==> src/rtl/axil_cmd_master.sv <==
// rtl/axil_cmd_master.sv - single-outstanding AXI4-Lite initiator turning write/read commands into bus transfers
// Optional watchdog enabled by defining AXIL_TIMEOUT_EN.
module axil_cmd_master #(
    parameter int ADDR_W         = 32,
    parameter int DATA_W         = 32,
    parameter int TIMEOUT_CYCLES = 256
) (
    input  logic                ACLK,
    input  logic                ARST,
    input  logic                i_cmd_valid,
    output logic                o_cmd_ready,
    input  logic                i_cmd_write,
    input  logic [ADDR_W-1:0]   i_cmd_addr,
    input  logic [DATA_W-1:0]   i_cmd_wdata,
    output logic                o_rsp_valid,
    input  logic                i_rsp_ready,
    output logic [DATA_W-1:0]   o_rsp_rdata,
    output logic                o_rsp_err,
    output logic [ADDR_W-1:0]   AWADDR,
    output logic                AWVALID,
    input  logic                AWREADY,
    output logic [DATA_W-1:0]   WDATA,
    output logic [DATA_W/8-1:0] WSTRB,
    output logic                WVALID,
    input  logic                WREADY,
    input  logic [1:0]          BRESP,
    input  logic                BVALID,
    output logic                BREADY,
    output logic [ADDR_W-1:0]   ARADDR,
    output logic                ARVALID,
    input  logic                ARREADY,
    input  logic [DATA_W-1:0]   RDATA,
    input  logic [1:0]          RRESP,
    input  logic                RVALID,
    output logic                RREADY
);

    typedef enum logic [2:0] {
        S_IDLE,
        S_WR_REQ,
        S_WR_RESP,
        S_RD_REQ,
        S_RD_DATA,
        S_RSP
    } state_t;

    state_t              state;
    state_t              state_nxt;
    logic [ADDR_W-1:0]   addr_q;
    logic [DATA_W-1:0]   wdata_q;
    logic [DATA_W-1:0]   rdata_q;
    logic                err_q;
    logic                aw_done;
    logic                w_done;
    logic                timeout;

    logic cmd_hs;
    logic aw_hs;
    logic w_hs;
    logic b_hs;
    logic ar_hs;
    logic r_hs;

    assign cmd_hs = i_cmd_valid && o_cmd_ready;
    assign aw_hs  = AWVALID && AWREADY;
    assign w_hs   = WVALID && WREADY;
    assign b_hs   = BVALID && BREADY;
    assign ar_hs  = ARVALID && ARREADY;
    assign r_hs   = RVALID && RREADY;

    // Only the error bit of each response code matters (SLVERR/DECERR).
    logic unused_resp_lsb;
    assign unused_resp_lsb = &{1'b0, BRESP[0], RRESP[0]};

`ifdef AXIL_TIMEOUT_EN
    localparam int CNT_W = (TIMEOUT_CYCLES > 2) ? $clog2(TIMEOUT_CYCLES) : 1;
    localparam logic [CNT_W-1:0] CNT_LAST = CNT_W'(TIMEOUT_CYCLES - 1);

    logic [CNT_W-1:0] tmo_cnt;
    logic             bus_state;
    logic             progress;

    assign bus_state = (state == S_WR_REQ) || (state == S_WR_RESP) ||
                       (state == S_RD_REQ) || (state == S_RD_DATA);
    assign progress  = aw_hs || w_hs || b_hs || ar_hs || r_hs;
    assign timeout   = bus_state && !progress && (tmo_cnt == CNT_LAST);

    // Counts cycles spent in the current bus state since the last handshake.
    always_ff @(posedge ACLK) begin
        if (ARST || !bus_state || progress || (state_nxt != state)) begin
            tmo_cnt <= '0;
        end else begin
            tmo_cnt <= tmo_cnt + 1'b1;
        end
    end
`else
    assign timeout = 1'b0;
`endif

    always_ff @(posedge ACLK) begin
        if (ARST) begin
            state <= S_IDLE;
        end else begin
            state <= state_nxt;
        end
    end

    always_comb begin
        state_nxt = state;
        case (state)
            S_IDLE: begin
                if (cmd_hs) begin
                    state_nxt = i_cmd_write ? S_WR_REQ : S_RD_REQ;
                end
            end
            S_WR_REQ: begin
                if (timeout) begin
                    state_nxt = S_RSP;
                end else if ((aw_done || aw_hs) && (w_done || w_hs)) begin
                    state_nxt = S_WR_RESP;
                end
            end
            S_WR_RESP: begin
                if (timeout || b_hs) begin
                    state_nxt = S_RSP;
                end
            end
            S_RD_REQ: begin
                if (timeout) begin
                    state_nxt = S_RSP;
                end else if (ar_hs) begin
                    state_nxt = S_RD_DATA;
                end
            end
            S_RD_DATA: begin
                if (timeout || r_hs) begin
                    state_nxt = S_RSP;
                end
            end
            S_RSP: begin
                if (i_rsp_ready) begin
                    state_nxt = S_IDLE;
                end
            end
            default: state_nxt = S_IDLE;
        endcase
    end

    // Valids decode from state and registered done flags only, so no READY reaches a VALID.
    always_comb begin
        o_cmd_ready = 1'b0;
        AWVALID     = 1'b0;
        WVALID      = 1'b0;
        BREADY      = 1'b0;
        ARVALID     = 1'b0;
        RREADY      = 1'b0;
        o_rsp_valid = 1'b0;
        case (state)
            S_IDLE:    o_cmd_ready = !ARST;
            S_WR_REQ: begin
                AWVALID = !aw_done;
                WVALID  = !w_done;
            end
            S_WR_RESP: BREADY      = 1'b1;
            S_RD_REQ:  ARVALID     = 1'b1;
            S_RD_DATA: RREADY      = 1'b1;
            S_RSP:     o_rsp_valid = 1'b1;
            default:   o_cmd_ready = 1'b0;
        endcase
    end

    always_ff @(posedge ACLK) begin
        if (ARST) begin
            addr_q  <= '0;
            wdata_q <= '0;
            rdata_q <= '0;
            err_q   <= 1'b0;
            aw_done <= 1'b0;
            w_done  <= 1'b0;
        end else begin
            if (cmd_hs) begin
                addr_q  <= i_cmd_addr;
                wdata_q <= i_cmd_wdata;
                aw_done <= 1'b0;
                w_done  <= 1'b0;
            end else begin
                if (aw_hs) begin
                    aw_done <= 1'b1;
                end
                if (w_hs) begin
                    w_done <= 1'b1;
                end
            end
            if (timeout) begin
                rdata_q <= '0;
                err_q   <= 1'b1;
            end else if (b_hs) begin
                rdata_q <= '0;
                err_q   <= BRESP[1];
            end else if (r_hs) begin
                rdata_q <= RDATA;
                err_q   <= RRESP[1];
            end
        end
    end

    assign AWADDR      = addr_q;
    assign ARADDR      = addr_q;
    assign WDATA       = wdata_q;
    assign WSTRB       = '1;
    assign o_rsp_rdata = rdata_q;
    assign o_rsp_err   = err_q;

endmodule

==> config.mk <==
export PLATFORM = sky130hd
export DESIGN_NAME = axil_cmd_master
export DESIGN_NICKNAME = d
export VERILOG_FILES = /design/src/rtl/axil_cmd_master.sv
export SDC_FILE = /design/constraint.sdc
export NUM_CORES = 1
export LEC_CHECK = 0
export ABC_CLOCK_PERIOD_IN_PS = 1600
export CORE_MARGIN = 2
export CORE_UTILIZATION = 38
export DETAILED_ROUTE_END_ITERATION = 10
export PLACE_DENSITY = 0.78
export SLEW_MARGIN = 40
export SYNTH_ARGS = -nofsm -noshare
export SYNTH_HDL_FRONTEND = slang
export SYNTH_SLANG_ARGS = --single-unit
export TNS_END_PERCENT = 20
==> constraint.sdc <==
create_clock -name ACLK -period 1.6 [get_ports ACLK]
set_clock_uncertainty 0.05 [all_clocks]
set_input_delay 0.32 -clock ACLK [delete_from_list [all_inputs] [get_ports ACLK]]
set_output_delay 0.32 -clock ACLK [all_outputs]
set_load 0.02 [all_outputs]
==> metrics.md <==
| Metric | Value |
|---|---|
| H-tree depth | `3` |
| DR vias | `~4.1k` |
| Worst setup margin | `-0.0785 ns` |
| CP cell instances | `buf_12 -> nor4_4 -> buf_4` |
| WHS Path Cells | `2` |
| Logic gate share of total power | `46.7%` |
| Switch Pwr | `3.37 mW` |
| Core Region | `~11,000 um^2` |
| Reg-to-Reg End | `ARADDR[29]` |
| Max-cap violations | `0` |
| CP Max Fanout | `4` |
| DP Worst Slack | `-0.285 ns` |
| Max_slew headroom | `between 60% and 70%` |
| Worst Tran Pin Value | `slightly below 0.6 ns` |
| Top Ports | `250` |
| Req. time, crit path | `roughly 1.2 ns` |
| Clk buf depth | `2` |
| Drc violations | `0` |
| Sw Ratio | `37.7%` |
| CTS tree | `done` |
| Largest net degree at the start of global routing | `a little over 70` |
| CTS clk-pin slew, worst paths | `0.09 ns` |
| Gp weighted congestion | `~0.74` |
| Setup CP Type | `reg2out` |
| Hold_buf cts | `0` |
| VDD IR-drop max | `about 0.7 mV` |
| WL per Instance | `approximately 15 um` |
| Design Area, Final | `~7000 um^2` |
| Drt pass-1 iters | `4` |
| Final min period | `1.68 ns` |
| Number of synthesized flops with an enable pin | `0` |
| Flop-to-flop setup slack | `-0.03 ns` |
| Yosys top cell by area | `dfxtp_1` |
| Hold endpoint | `o_rsp_rdata[16]` |
| HP Class | `reg2reg` |
| Share of cells above drive strength 1 | `12.0%` |
| Hold_sp | `o_rsp_rdata[16]` |
| Worst Path Buf+Inv | `2` |
| Mapped Area | `4170 um^2` |
| Initial DRC Count | `188` |
| CP Launch Type | `flop` |
| CP arrival | `between 1 and 1.5 ns` |
| Vias per cell | `4.68` |
| Overall Global Routing Usage | `about 20%` |
| Main synth FF type | `dfxtp_1` |
| Critical Path End Type | `primary output` |
| Delay-heaviest family, CP | `flip-flops` |
| Area growth, synth to finish | `65.9%` |
| Post-Route WL | `between 10 and 15 mm` |
| Nets | `839` |
| Synth cell types | `30` |
| Worst-case reg-to-reg path depth | `7` |
| Average size of a mapped cell | `~8.2 um^2` |
| Cts bufs inserted | `9` |
| Static leakage | `around 3.4 nW` |
| Initial antenna violation count | `1` |
| Period utilization | `105%` |
| Yosys top cell area share | `49.0%` |
| Post-synthesis cell count | `507` |
| Pwr Total | `slightly below 9 mW` |
| Crit-path slowest cell | `dfxtp_4` |
| Root buf cell | `clkbuf_8` |
| FP Rows | `38` |
| Antenna-violating nets left | `0` |
| Worst hold margin | `roughly 0.4 ns` |
| DIE WIDTH | `between 100 and 150 um` |
| Synth top cells by count | `198 x nand2_1, 102 x dfxtp_1, 64 x nand3b_1` |
| Ys Warns | `0` |
| Highest Clock Rate | `between 500 and 600 MHz` |
| Hold Vio Cnt, Final | `0` |
| Die Y | `between 100 and 150 um` |
| Asr flop ratio synth | `0%` |
| Sequential fraction of the synthesis area | `between 40% and 50%` |
| Global-route wire length before repair | `around 19 mm` |
| PwrDens | `about 1300 nW/um^2` |
| Initial Utilization | `slightly below 40%` |
| Worst-Skew Late Latency | `~0.35 ns` |
| Register bit total from synthesis | `a little over 100` |
| DP Wirelength | `roughly 8.8 mm` |
| Final Setup Violations | `29` |
| Clock power frac | `roughly 16%` |
| Failing checks | `negative setup slack` |
| CTS Sinks | `between 100 and 150` |
| Placed cell areas | `between 6000 and 7000 um^2` |
| RSZ-0062 raised after global routing | `true` |
| Slowest stage delay, CP | `approximately 0.37 ns` |
| Vias in the first global route | `about 4.0k` |
| P_int | `about 5.6 mW` |
| Synth area leaders | `dfxtp_1 49%, nand2_1 18%, nand3b_1 12%, buf_4 8.1%, a21oi_1 4.3%` |
| Slew Limit Fails | `0` |
| Final core utilization | `between 60% and 70%` |
| R2R Path Start | `state[2]` |
| Status | `finished with violations` |
| Most numerous cell in the Yosys netlist | `nand2_1` |
| Port Buffer Count | `approximately 240` |
| Die area | `11,800 um^2` |
| Share of power burned in registers | `37.4%` |
| Gr ovfl total | `0` |
## layout by cell type, fill, tap and decap left out, types with 5 or more instances in the layout
| cell | instances |
|---|---|
| clkbuf_16 | 5 |
| nand2_2 | 5 |
| clkdlybuf4s50_1 | 106 |
| clkbuf_8 | 11 |
| buf_6 | 7 |
| dfxtp_1 | 99 |
| buf_12 | 8 |
| nand3b_1 | 64 |
| dlygate4sd2_1 | 129 |
| a21oi_1 | 36 |
| nand2_1 | 189 |
| buf_4 | 22 |
## per-layer routing
metal,wire (um),vias up,track usage (%)
met5,0,-,0
met4,213,0,7.78
met3,942,15,5.74
met2,6730,151,36.2
met1,5140,1893,21.9
li1,-,2026,-
## tightest hold or removal path, cell delays in order (launching register included)
cell	delay [ns]
dfxtp_1	0.31
nand2_1	0.05
a21oi_1	0.05
## cell families after synthesis
group	count (synthesis)	share of synthesized area (%)
DFF	102	49.0
and+or+nand+nor	281	32.4
AOI/OAI and AO/OA	45	6.31
muxes	3	0.841
other	1	0.0900
buffers and inverters	75	11.4
## registers in the layout, indices dropped and copies added, names as in the netlist
register / cells
ARADDR: 32
WDATA: 32
o_rsp_rdata: 32
state: 3
aw_done: 1
o_rsp_err: 1
w_done: 1
## worst max path at each step
stage	startpoint	to	slack (ns)	cells past startpoint
2_1_floorplan	state[1]	ARADDR[22]	-0.04	6
6_report	state[2]	o_cmd_ready	-0.08	3
3_3_place_gp	i_cmd_valid	state[0]	-0.28	6
5_1_grt	state[2]	o_cmd_ready	-0.16	3
3_5_place_dp	i_cmd_valid	state[0]	-0.28	6
4_1_cts	state[2]	o_cmd_ready	-0.10	3
## per-stage QoR
stage | TNS (ns) | std cells
detailed placement | -5.01 | 847
floorplan | -1.79 | 510
global route | -5.58 | 872
finish | -0.630 | 872
CTS | -0.435 | 864
global placement | -4.34 | 847
## layout make-up
class,instances,area [um^2]
antenna,1,2.50
clock buffer,11,151
clock inverter,2,10.0
fill,970,3830
inverter,5,18.8
multi-input combinational,333,1780
sequential,102,2050
tap,140,175
timing repair buffer,278,2730
## power groups by stage
stage | combinational [mW] | clock, mW | sequential (mW)
global placement | 3.94 | 0 | 3.35
detailed placement | 4.00 | 0 | 3.39
global route | 4.45 | 1.59 | 3.40
finish | 4.17 | 1.42 | 3.34
floorplan | 1.80 | 0 | 3.79
CTS | 3.86 | 1.47 | 3.34
## repair_timing
item	4_1_cts	5_1_grt
pin swaps	6	10
gates cloned	0	5
gates resized for setup	189	16
buffers inserted	4	2
endpoints found under the setup margin	138	59
endpoints found under the hold margin	0	0
Note: power is estimated with default switching activity, not from simulation.
